`src/rtl/uart_pkg.sv`:
```
// Shared definitions for the configurable UART transmitter.
//
// Contents:
//   LEN_*      cfg_len codes (number of data bits, 5..8)
//   PAR_*      cfg_parity codes (code 3 also means no parity)
//   state_e    transmitter FSM state encoding
//   div_reset  rounded clock-cycles-per-bit for a clock/baud pair
//   last_data_idx / data_mask  helpers derived from a cfg_len code
package uart_pkg;

   localparam logic [1:0] LEN_5 = 2'd0;
   localparam logic [1:0] LEN_6 = 2'd1;
   localparam logic [1:0] LEN_7 = 2'd2;
   localparam logic [1:0] LEN_8 = 2'd3;

   localparam logic [1:0] PAR_NONE = 2'd0;
   localparam logic [1:0] PAR_EVEN = 2'd1;
   localparam logic [1:0] PAR_ODD  = 2'd2;

   typedef enum logic [2:0] {
      ST_IDLE   = 3'd0,
      ST_START  = 3'd1,
      ST_DATA   = 3'd2,
      ST_PARITY = 3'd3,
      ST_STOP   = 3'd4,
      ST_BREAK  = 3'd5
   } state_e;

   // Nearest-integer divisor: (f + b/2) / b.
   function automatic int div_reset(input int clk_freq, input int baud_rate);
      return (clk_freq + baud_rate / 2) / baud_rate;
   endfunction

   // Index of the last data bit sent for a given length code (4..7).
   function automatic logic [2:0] last_data_idx(input logic [1:0] len);
      return 3'd4 + {1'b0, len};
   endfunction

   // Selects the data bits that take part in the frame (and the parity).
   function automatic logic [7:0] data_mask(input logic [1:0] len);
      logic [7:0] m;
      m = 8'hFF;
      case (len)
         LEN_5: m = 8'h1F;
         LEN_6: m = 8'h3F;
         LEN_7: m = 8'h7F;
         LEN_8: m = 8'hFF;
      endcase
      return m;
   endfunction

endpackage

```
`src/rtl/sync_fifo.sv`:
```
// Synchronous first-word-available FIFO.
//
// Ports:
//   clk, rst   clock and synchronous active-high reset (empties the FIFO)
//   push       write wdata this cycle; ignored while full
//   wdata      word to write
//   pop        consume the word on rdata; ignored while empty
//   rdata      oldest stored word, valid whenever empty is low
//   full       DEPTH words held
//   empty      no words held
//   count      number of words held, 0..DEPTH
//
// A pushed word is visible on rdata the cycle after the push edge.
// DEPTH must be a power of two so the pointers wrap on their own.
module sync_fifo #(
   parameter int DEPTH = 16,
   parameter int W     = 8
) (
   input  logic                     clk,
   input  logic                     rst,
   input  logic                     push,
   input  logic [W-1:0]             wdata,
   input  logic                     pop,
   output logic [W-1:0]             rdata,
   output logic                     full,
   output logic                     empty,
   output logic [$clog2(DEPTH):0]   count
);

   localparam int AW = $clog2(DEPTH);

   logic [W-1:0]  mem_q [DEPTH];
   logic [AW-1:0] wr_ptr_q, wr_ptr_d;
   logic [AW-1:0] rd_ptr_q, rd_ptr_d;
   logic [AW:0]   count_q, count_d;
   logic          do_push, do_pop;

   always_comb begin
      do_push  = push && !full;
      do_pop   = pop && !empty;
      wr_ptr_d = wr_ptr_q;
      rd_ptr_d = rd_ptr_q;
      count_d  = count_q;
      if (do_push) wr_ptr_d = wr_ptr_q + AW'(1);
      if (do_pop)  rd_ptr_d = rd_ptr_q + AW'(1);
      // Simultaneous push and pop leaves the count unchanged.
      if (do_push && !do_pop)      count_d = count_q + (AW+1)'(1);
      else if (do_pop && !do_push) count_d = count_q - (AW+1)'(1);
   end

   always_ff @(posedge clk) begin
      if (rst) begin
         wr_ptr_q <= '0;
         rd_ptr_q <= '0;
         count_q  <= '0;
      end else begin
         wr_ptr_q <= wr_ptr_d;
         rd_ptr_q <= rd_ptr_d;
         count_q  <= count_d;
      end
   end

   // Storage carries no reset; only the pointers define what is valid.
   always_ff @(posedge clk) begin
      if (do_push) mem_q[wr_ptr_q] <= wdata;
   end

   assign rdata = mem_q[rd_ptr_q];
   assign full  = (count_q == (AW+1)'(DEPTH));
   assign empty = (count_q == '0);
   assign count = count_q;

endmodule

```
`src/rtl/uart_tx_cfg.sv`:
```
// Runtime-configurable UART transmitter with an input FIFO.
//
// Ports:
//   clk, rst     clock and synchronous active-high reset
//   s_data       word to send, LSB first; bits above the length are ignored
//   s_valid      s_data holds a word
//   s_ready      FIFO has room
//   cfg_len      data bits: 0=5, 1=6, 2=7, 3=8
//   cfg_parity   0=none, 1=even, 2=odd, 3=none
//   cfg_stop2    two stop bits when set
//   cfg_div      clock cycles per bit; values below 2 act as 2
//   brk          line-break request
//   tx_out       registered serial line, idles high
//   tx_busy      frame, break or post-break guard time in progress
//   tx_done      one-cycle pulse after the last stop bit of each frame
//   fifo_count   words waiting in the FIFO
//
// Handshake: a word is transferred on every rising edge where s_valid and
// s_ready are both high. s_ready depends only on FIFO occupancy, never on
// s_valid. s_data must be stable while s_valid is high and not yet taken.
//
// Frame format and divisor are captured when a word is popped, so cfg_*
// changes only affect frames that have not started yet. Each bit state is
// entered on the same edge that drives its value onto tx_out, and lasts
// exactly D cycles as counted by bit_cnt.
module uart_tx_cfg
   import uart_pkg::*;
#(
   parameter int CLK_FREQ  = 80_000_000,
   parameter int BAUD_RATE = 115200,
   parameter int DIV_W     = 16,
   parameter int DEPTH     = 16
) (
   input  logic                   clk,
   input  logic                   rst,
   input  logic [7:0]             s_data,
   input  logic                   s_valid,
   output logic                   s_ready,
   input  logic [1:0]             cfg_len,
   input  logic [1:0]             cfg_parity,
   input  logic                   cfg_stop2,
   input  logic [DIV_W-1:0]       cfg_div,
   input  logic                   brk,
   output logic                   tx_out,
   output logic                   tx_busy,
   output logic                   tx_done,
   output logic [$clog2(DEPTH):0] fifo_count
);

   localparam int DIV_RESET = div_reset(CLK_FREQ, BAUD_RATE);

   state_e           state_q, state_d;
   logic [DIV_W-1:0] bit_cnt_q, bit_cnt_d;
   logic [DIV_W-1:0] guard_cnt_q, guard_cnt_d;
   logic             guard_q, guard_d;
   logic [2:0]       idx_q, idx_d;
   logic [7:0]       data_q, data_d;
   logic [1:0]       len_q, len_d;
   logic [1:0]       par_q, par_d;
   logic             stop2_q, stop2_d;
   logic             stop_half_q, stop_half_d;
   logic [DIV_W-1:0] div_q, div_d;
   logic             tx_q, tx_d;
   logic             done_q, done_d;

   logic             fifo_full, fifo_empty;
   logic [7:0]       fifo_rdata;
   logic             start_frame, enter_break;
   logic [DIV_W-1:0] div_clamped;
   logic             bit_end, guard_end;
   logic             par_en, par_bit;
   logic [2:0]       last_idx;

   sync_fifo #(
      .DEPTH (DEPTH),
      .W     (8)
   ) u_fifo (
      .clk   (clk),
      .rst   (rst),
      .push  (s_valid),
      .wdata (s_data),
      .pop   (start_frame),
      .rdata (fifo_rdata),
      .full  (fifo_full),
      .empty (fifo_empty),
      .count (fifo_count)
   );

   assign s_ready     = !fifo_full;
   assign div_clamped = (cfg_div < DIV_W'(2)) ? DIV_W'(2) : cfg_div;
   assign bit_end     = (bit_cnt_q == div_q - DIV_W'(1));
   assign guard_end   = (guard_cnt_q == div_q - DIV_W'(1));
   assign last_idx    = last_data_idx(len_q);
   assign par_en      = (par_q == PAR_EVEN) || (par_q == PAR_ODD);
   // Even parity bit is the XOR of the sent data bits; odd inverts it.
   assign par_bit     = (^(data_q & data_mask(len_q))) ^ (par_q == PAR_ODD);

   always_comb begin
      state_d     = state_q;
      bit_cnt_d   = bit_cnt_q;
      guard_cnt_d = guard_cnt_q;
      guard_d     = guard_q;
      idx_d       = idx_q;
      data_d      = data_q;
      len_d       = len_q;
      par_d       = par_q;
      stop2_d     = stop2_q;
      stop_half_d = stop_half_q;
      div_d       = div_q;
      tx_d        = tx_q;
      done_d      = 1'b0;
      start_frame = 1'b0;
      enter_break = 1'b0;

      if (state_q inside {ST_START, ST_DATA, ST_PARITY, ST_STOP}) begin
         bit_cnt_d = bit_end ? '0 : bit_cnt_q + DIV_W'(1);
      end

      case (state_q)
         ST_IDLE: begin
            if (guard_q) begin
               if (guard_end) guard_d = 1'b0;
               else           guard_cnt_d = guard_cnt_q + DIV_W'(1);
            end
            // The edge that completes the guard time may already start work.
            if (!guard_q || guard_end) begin
               if (brk)              enter_break = 1'b1;
               else if (!fifo_empty) start_frame = 1'b1;
            end
         end
         ST_START: begin
            if (bit_end) begin
               state_d = ST_DATA;
               idx_d   = 3'd0;
               tx_d    = data_q[0];
            end
         end
         ST_DATA: begin
            if (bit_end) begin
               if (idx_q == last_idx) begin
                  if (par_en) begin
                     state_d = ST_PARITY;
                     tx_d    = par_bit;
                  end else begin
                     state_d     = ST_STOP;
                     stop_half_d = 1'b0;
                     tx_d        = 1'b1;
                  end
               end else begin
                  idx_d = idx_q + 3'd1;
                  tx_d  = data_q[idx_q + 3'd1];
               end
            end
         end
         ST_PARITY: begin
            if (bit_end) begin
               state_d     = ST_STOP;
               stop_half_d = 1'b0;
               tx_d        = 1'b1;
            end
         end
         ST_STOP: begin
            if (bit_end) begin
               if (stop2_q && !stop_half_q) begin
                  // Second stop bit: stay in STOP for another D cycles.
                  stop_half_d = 1'b1;
               end else begin
                  done_d = 1'b1;
                  if (brk)              enter_break = 1'b1;
                  else if (!fifo_empty) start_frame = 1'b1;
                  else                  state_d = ST_IDLE;
               end
            end
         end
         ST_BREAK: begin
            if (!brk) begin
               state_d     = ST_IDLE;
               tx_d        = 1'b1;
               guard_d     = 1'b1;
               guard_cnt_d = '0;
            end
         end
         default: begin
            state_d = ST_IDLE;
            tx_d    = 1'b1;
         end
      endcase

      if (start_frame) begin
         state_d   = ST_START;
         tx_d      = 1'b0;
         bit_cnt_d = '0;
         data_d    = fifo_rdata;
         len_d     = cfg_len;
         par_d     = cfg_parity;
         stop2_d   = cfg_stop2;
         div_d     = div_clamped;
      end

      if (enter_break) begin
         state_d = ST_BREAK;
         tx_d    = 1'b0;
         // Divisor captured here times the guard after the break ends.
         div_d   = div_clamped;
      end
   end

   always_ff @(posedge clk) begin
      if (rst) begin
         state_q     <= ST_IDLE;
         bit_cnt_q   <= '0;
         guard_cnt_q <= '0;
         guard_q     <= 1'b0;
         idx_q       <= 3'd0;
         data_q      <= 8'h00;
         len_q       <= LEN_8;
         par_q       <= PAR_NONE;
         stop2_q     <= 1'b0;
         stop_half_q <= 1'b0;
         div_q       <= DIV_W'(DIV_RESET);
         tx_q        <= 1'b1;
         done_q      <= 1'b0;
      end else begin
         state_q     <= state_d;
         bit_cnt_q   <= bit_cnt_d;
         guard_cnt_q <= guard_cnt_d;
         guard_q     <= guard_d;
         idx_q       <= idx_d;
         data_q      <= data_d;
         len_q       <= len_d;
         par_q       <= par_d;
         stop2_q     <= stop2_d;
         stop_half_q <= stop_half_d;
         div_q       <= div_d;
         tx_q        <= tx_d;
         done_q      <= done_d;
      end
   end

   assign tx_out  = tx_q;
   assign tx_done = done_q;
   assign tx_busy = (state_q != ST_IDLE) || guard_q;

endmodule
```
`config.mk`:
```
export PLATFORM = sky130hd
export DESIGN_NAME = uart_tx_cfg
export DESIGN_NICKNAME = d
export VERILOG_FILES = /design/src/rtl/uart_pkg.sv /design/src/rtl/sync_fifo.sv /design/src/rtl/uart_tx_cfg.sv
export SDC_FILE = /design/constraint.sdc
export NUM_CORES = 1
export LEC_CHECK = 0
export CORE_MARGIN = 5
export CORE_UTILIZATION = 55
export CTS_BUF_LIST = sky130_fd_sc_hd__clkbuf_4
export DETAILED_ROUTE_END_ITERATION = 6
export GPL_ROUTABILITY_DRIVEN = 0
export PLACE_DENSITY = 0.88
export SYNTH_ARGS = -nofsm -noshare
export SYNTH_HDL_FRONTEND = slang
export SYNTH_HIERARCHICAL = 1
export SYNTH_SLANG_ARGS = --single-unit
```
`constraint.sdc`:
```
create_clock -name clk -period 4.6 [get_ports clk]
set_clock_uncertainty 0.15 [all_clocks]
set_input_delay 0.92 -clock clk [delete_from_list [all_inputs] [get_ports clk]]
set_output_delay 0.92 -clock clk [all_outputs]
set_load 0.02 [all_outputs]
```
==> flow_metrics.env, run 1 <==
export IMPL_drive_gt1_share_pct=18.4
export IMPL_synth_avg_cell_area_um2=12.4
export IMPL_row_count=50
export IMPL_crit_path_end="u_fifo/count[4]"
export IMPL_critical_path_class="register to register"
export IMPL_overflow=0
export IMPL_end_kind="register"
export IMPL_io_buffers=41
export IMPL_synthesis_instances=831
export IMPL_die_width_um=147
export IMPL_reg2reg_from="div_q[1]"
export IMPL_utilization_pct=62.7
export IMPL_drc_errors=0
export IMPL_drt_total_wl_mm=22.8
export IMPL_leakage_uw=0.00403
export IMPL_ioPinCount=42
export IMPL_ys_flop_type="edfxtp_1"
export IMPL_ff2ff_setup_slack_ps=150
export IMPL_status="completed"
export IMPL_synthDistinctLibCells=78
export IMPL_grt_pass1_wl_mm=36.5
export IMPL_cp_max_fo=6
export IMPL_hold_violations=0
export IMPL_first_pass_iters=5
export IMPL_drt_iter0_drc=530
export IMPL_maxSlewViolCount=0
export IMPL_n_fill_cell=1351
export IMPL_cts_root_buffer="clkbuf_4"
export IMPL_setup_violations=0
export IMPL_cts_max_level=2
export IMPL_critPathLaunchType="register"
export IMPL_syn_nets=879
export IMPL_ant_nets=0
export IMPL_global_route_usage_total_pct=21.2
export IMPL_tightest_slew_ps=1040
export IMPL_fin_setup_tns_ps=0
export IMPL_first_global_vias=7060
export IMPL_wl_per_cell_um=19.4
export IMPL_areaGrowthSynthToFinish_pct=13.1
export IMPL_grt_max_degree=54
export IMPL_final_cell_mix="edfxtp_1 (128), nor2_1 (93), dfxtp_1 (87), clkbuf_4 (82), nand2_1 (60)"
export IMPL_hold_buffers=0
export IMPL_slew_headroom_pct=30.7
export IMPL_rr_worst_depth=17
export IMPL_pwr_density_cell_nw_per_um2=495
export IMPL_fin_crit_sh_pct=96.8
export IMPL_arrival_ps=4860
export IMPL_critPathRequiredTime_ps=5010
export IMPL_die_area_um2=21500
export IMPL_fmax_mhz=225
export IMPL_insertion_delay_ps=720
export IMPL_vias=7008
export IMPL_clock_path_buffers=3
export IMPL_cts_tree="built"
export IMPL_cts_sinks=216
export IMPL_synth_edff_count=128
export IMPL_yosys_warnings=6
export IMPL_async_flop_share_pct=0
export IMPL_viasPerCell=5.96
export IMPL_synth_seq_cells=216
export IMPL_min_path_type="register to register"
export IMPL_synth_cell_area_um2=10300
export IMPL_die_height_um=147
export IMPL_post_route_min_period_ps=4450
export IMPL_antenna_found_initial=1
export IMPL_dp_hpwl_mm=15.4
export IMPL_startpoint="div_q[1]"
export IMPL_start_util_pct=55.4
export IMPL_cap_violations=0
export IMPL_yosysSeqAreaShare_pct=54.6
export IMPL_final_common_cell="edfxtp_1"
export IMPL_core_area_um2=18500
export IMPL_irDropWorstVdd_v=0.000443
export IMPL_numCtsBuffers=54
export IMPL_clkTransAtPathRegs_ps=70
export IMPL_r2r_end="u_fifo/count[4]"
export IMPL_nets=945
flip-flops by register name (all words and copies together), names as in the netlist, 3 cells and up, named ones only:
name             cells
u_fifo/rd_ptr_q      4
state_q              3
data_q               8
bit_cnt_q           16
idx_q                3
guard_cnt_q         16
u_fifo/count         5
u_fifo/mem_q       128
u_fifo/wr_ptr_q      4
div_q               16
through the flow:
stage          hold WS [ps]  total power (uW)  instance area (um2)  std cells  setup slack [ps]
6_report                316              5740                11600       1175               148
5_1_grt                 383              6070                11600       1175            -0.122
4_1_cts                 322              5750                11600       1174              24.2
3_5_place_dp            312              4060                10800       1072             -13.6
3_3_place_gp            297              4020                10800       1072               196
2_1_floorplan           283              3690                10300        831              6.88
worst min-delay path by stage:
stage                start          end  cells after the start
3_5_place_dp   stop_half_q  stop_half_q                      2
6_report       stop_half_q  stop_half_q                      2
5_1_grt        stop_half_q  stop_half_q                      2
3_3_place_gp   stop_half_q  stop_half_q                      2
2_1_floorplan  stop_half_q  stop_half_q                      2
4_1_cts        stop_half_q  stop_half_q                      2
routing by layer:
layer	track usage, %	up-vias	part of all wire, %
met1	27.3	3430	40
met2	35.0	273	50
met3	4.72	56	6.8
met4	8.28	0	3.1
li1	-	3249	-
met5	0	-	0
cells in the mapped netlist (all sizes together) (14+ instances only):
| master | number | area, um2 |
|---|---|---|
| edfxtp | 128 | 3840 |
| nor2 | 97 | 374 |
| dfxtp | 88 | 1760 |
| nand2 | 60 | 225 |
| xnor2 | 44 | 385 |
| mux2i | 35 | 350 |
| mux4 | 34 | 766 |
| xor2 | 32 | 280 |
| clkbuf | 25 | 93.8 |
| a21oi | 21 | 116 |
| buf | 21 | 145 |
| nand3 | 19 | 100 |
| a22oi | 17 | 128 |
| inv | 17 | 63.8 |
| nand4 | 15 | 124 |
| nor3 | 15 | 90.1 |
| ha | 14 | 175 |
| nand2b | 14 | 87.6 |
| nor4 | 14 | 124 |
timing repair:
action                     in CTS  in global routing
buffers inserted                3                  0
pin swaps                       3                  5
setup endpoints to repair       1                  2
gates cloned                    0                  0
gates resized for setup         3                  3
cell type report:
| cell class | instances | area (um2) | share of cell area (%) |
|---|---|---|---|
| Multi-Input combinational cell | 552 | 4390 | 37.8 |
| Timing Repair Buffer | 56 | 518 | 4.46 |
| Inverter | 17 | 63.8 | 0.550 |
| Antenna cell | 1 | 2.50 | 0.0216 |
| Sequential cell | 216 | 5610 | 48.3 |
| Clock inverter | 17 | 115 | 0.992 |
| Clock buffer | 82 | 616 | 5.30 |
| Tap cell | 234 | 293 | 2.52 |
kinds of logic (layout without fill, tap and decap cells):
logic type / Yosys count / in the layout / synth area share, %
compound gates: 90 / 90 / 6.52
xor+xnor: 79 / 79 / 7.15
fa+ha+maj: 15 / 15 / 1.90
buf+inv: 63 / 172 / 2.95
flops: 216 / 216 / 54.6
mux: 70 / 70 / 11.0
other cells: 0 / 1 / 0
simple gates: 298 / 298 / 15.9
report_power, final:
part	switching [uW]	leakage, uW	internal (uW)
combinational	839	0.00173	776
clock	781	0.000432	880
sequential	261	0.00187	2210
total	1880	0.00403	3860
critical path: stages, from the launching register on:
cell	delay [ps]
dfxtp_1	350
inv_1	70
ha_2	220
or4b_4	560
or3_4	420
xor2_1	140
o2111ai_1	160
nor3_4	230
nand3b_4	140
a31oi_4	250
o21ai_2	120
ha_1	220
inv_1	160
ha_1	310
a21oi_2	190
a211oi_1	110
a31oi_1	180
mux2_2	350
Note: power is estimated with default switching activity, not from simulation.
==> run 2: changes to the inputs <==
--- a/config.mk
+++ b/config.mk
@@ -10,6 +10,7 @@
 export CTS_BUF_LIST = sky130_fd_sc_hd__clkbuf_4
 export DETAILED_ROUTE_END_ITERATION = 6
 export GPL_ROUTABILITY_DRIVEN = 0
+export GPL_TIMING_DRIVEN = 0
 export PLACE_DENSITY = 0.88
 export SYNTH_ARGS = -nofsm -noshare
 export SYNTH_HDL_FRONTEND = slang
==> run 2 against run 1 <==
  * Utilization increased by 1.8 points
  * Critical endpoint is now u_fifo/count[3]
  * Global-route usage increased by 0.75 points
  * Largest cell class unchanged
  * Power increased by 3.8%
  * Die area unchanged
  * Clock power about the same
  * Register-to-register slack got worse by 50 ps
  * Maximum frequency decreased by 1.1%
==> flow_metrics.env, run 2 (synthesized netlist as in run 1, its figures left out) <==
export IMPL_critPathRequiredTime_ps=4990
export IMPL_pwr_share_clk_pct=28.0
export IMPL_ant_nets=0
export IMPL_largest_reg_flops=128
export IMPL_drt_total_wl_mm=23.9
export IMPL_clkTransAtPathRegs_ps=60
export IMPL_cts_tree="built"
export IMPL_dp_hpwl_mm=15.9
export IMPL_power_uw=5960
export IMPL_critPathLaunchType="register"
export IMPL_die_width_um=147
export IMPL_startpoint="div_q[1]"
export IMPL_nets=994
export IMPL_seq_power_share_pct=39.5
export IMPL_arrival_ps=4900
export IMPL_numCtsBuffers=54
export IMPL_dp_cells=1105
export IMPL_leakage_uw=0.00418
export IMPL_row_count=50
export IMPL_insertion_delay_ps=690
export IMPL_maxSlewViolCount=0
export IMPL_cts_max_level=2
export IMPL_grt_pass1_wl_mm=37.6
export IMPL_reg2reg_from="div_q[1]"
export IMPL_first_global_vias=7248
export IMPL_final_common_cell="edfxtp_1"
export IMPL_n_fill_cell=1315
export IMPL_irDropWorstVdd_v=0.000393
export IMPL_viasPerCell=5.90
export IMPL_power_frac_comb_pct=32.6
export IMPL_tightest_slew_ps=1310
export IMPL_post_route_min_period_ps=4500
export IMPL_setup_violations=0
export IMPL_areaGrowthSynthToFinish_pct=16.4
export IMPL_clock_path_buffers=3
export IMPL_slew_headroom_pct=11.9
export IMPL_start_util_pct=55.4
export IMPL_wl_per_cell_um=19.5
export IMPL_cts_sinks=216
export IMPL_p_sw_uw=1970
export IMPL_cp_max_fo=6
export IMPL_overflow=0
export IMPL_first_pass_iters=5
export IMPL_hp_start="stop_half_q"
export IMPL_die_area_um2=21500
export IMPL_hold_violations=0
export IMPL_final_cell_mix="edfxtp_1 (128), nor2_1 (93), dfxtp_1 (86), clkbuf_4 (84), nand2_1 (60)"
export IMPL_drt_iter0_drc=559
export IMPL_ioPinCount=42
export IMPL_critical_path_class="register to register"
export IMPL_swShare_pct=33.1
export IMPL_die_height_um=147
export IMPL_grt_max_degree=19
export IMPL_status="completed"
export IMPL_io_buffers=40
export IMPL_drive_gt1_share_pct=20.5
export IMPL_cap_violations=0
export IMPL_vias=7219
export IMPL_core_area_um2=18500
export IMPL_end_kind="register"
export IMPL_antenna_found_initial=1
export IMPL_layoutNonFillerInstCount=1224
export IMPL_largest_register="u_fifo/mem_q"
export IMPL_fmax_mhz=222
export IMPL_min_path_type="register to register"
export IMPL_drc_errors=0
export IMPL_pwr_density_cell_nw_per_um2=499
export IMPL_fin_crit_sh_pct=97.9
export IMPL_cts_root_buffer="clkbuf_4"
export IMPL_cellInternalPower_uw=3990
export IMPL_global_route_usage_total_pct=21.9
==> run 2: final timing paths <==
check	slack, ps	to	cells after the start
hold / removal	320	stop_half_q	2
setup / recovery	100	u_fifo/count[3]	19
hold reg to reg	320	stop_half_q	2
setup reg to reg	100	u_fifo/count[3]	19
==> run 2: cell type report <==
class	count	area, um2	area share (%)
timing repair buffer	62	566	4.73
multi-input combinational	552	4440	37.2
buffer	43	226	1.90
inverter	17	66.3	0.555
tap	234	293	2.45
antenna	1	2.50	0.0209
sequential	216	5610	47.0
clock inverter	15	108	0.901
clock buffer	84	631	5.28
==> run 2: per-layer routing <==
layer  global-route usage [%]  routed length, um  up-vias
met1                     27.8               9380     3474
met4                     8.75                805        0
met2                     37.0              12000      325
met5                        0                  0        -
li1                         -                  -     3354
met3                     4.50               1720       66
==> run 2: per-stage QoR <==
step	instance area, um2	utilization (%)	setup WS, ps	setup TNS, ps	hold slack, ps
6_report	11900	64.5	97.9	0	319
2_1_floorplan	10300	-	6.88	0	283
4_1_cts	11800	63.7	3.46	0	315
3_5_place_dp	11000	59.2	-635	-1610	307
3_3_place_gp	11000	59.2	-566	-1300	298
5_1_grt	11900	64.5	-39.3	-62.3	349
==> run 2: power by group through the flow <==
stage               clock network (uW)  logic, uW  registers [uW]
finish                            1670       1940            2350
global route                      1830       2090            2370
CTS                               1710       1880            2330
detailed placement                   0       1790            2360
global placement                     0       1740            2360
floorplan                            0       1340            2360
==> run 2: worst max-delay path, stage by stage (launching register included) <==
cell,delay [ps]
dfxtp_4,370
inv_2,70
ha_4,160
or4b_4,540
nor4b_4,420
buf_4,180
xnor2_1,110
o221a_1,200
and3_4,230
nand3b_4,110
a31oi_4,270
buf_12,140
o21ai_2,80
ha_2,220
inv_4,80
ha_1,240
a21o_1,200
a21oi_2,150
nor4_1,70
or3_1,380
==> run 2: repair_timing <==
item | in CTS | in global routing
setup endpoints to repair | 5 | 2
gates cloned | 0 | 0
hold buffers | 0 | 0
resized for setup | 11 | 11
buffers inserted | 6 | 16
pin swaps | 7 | 10
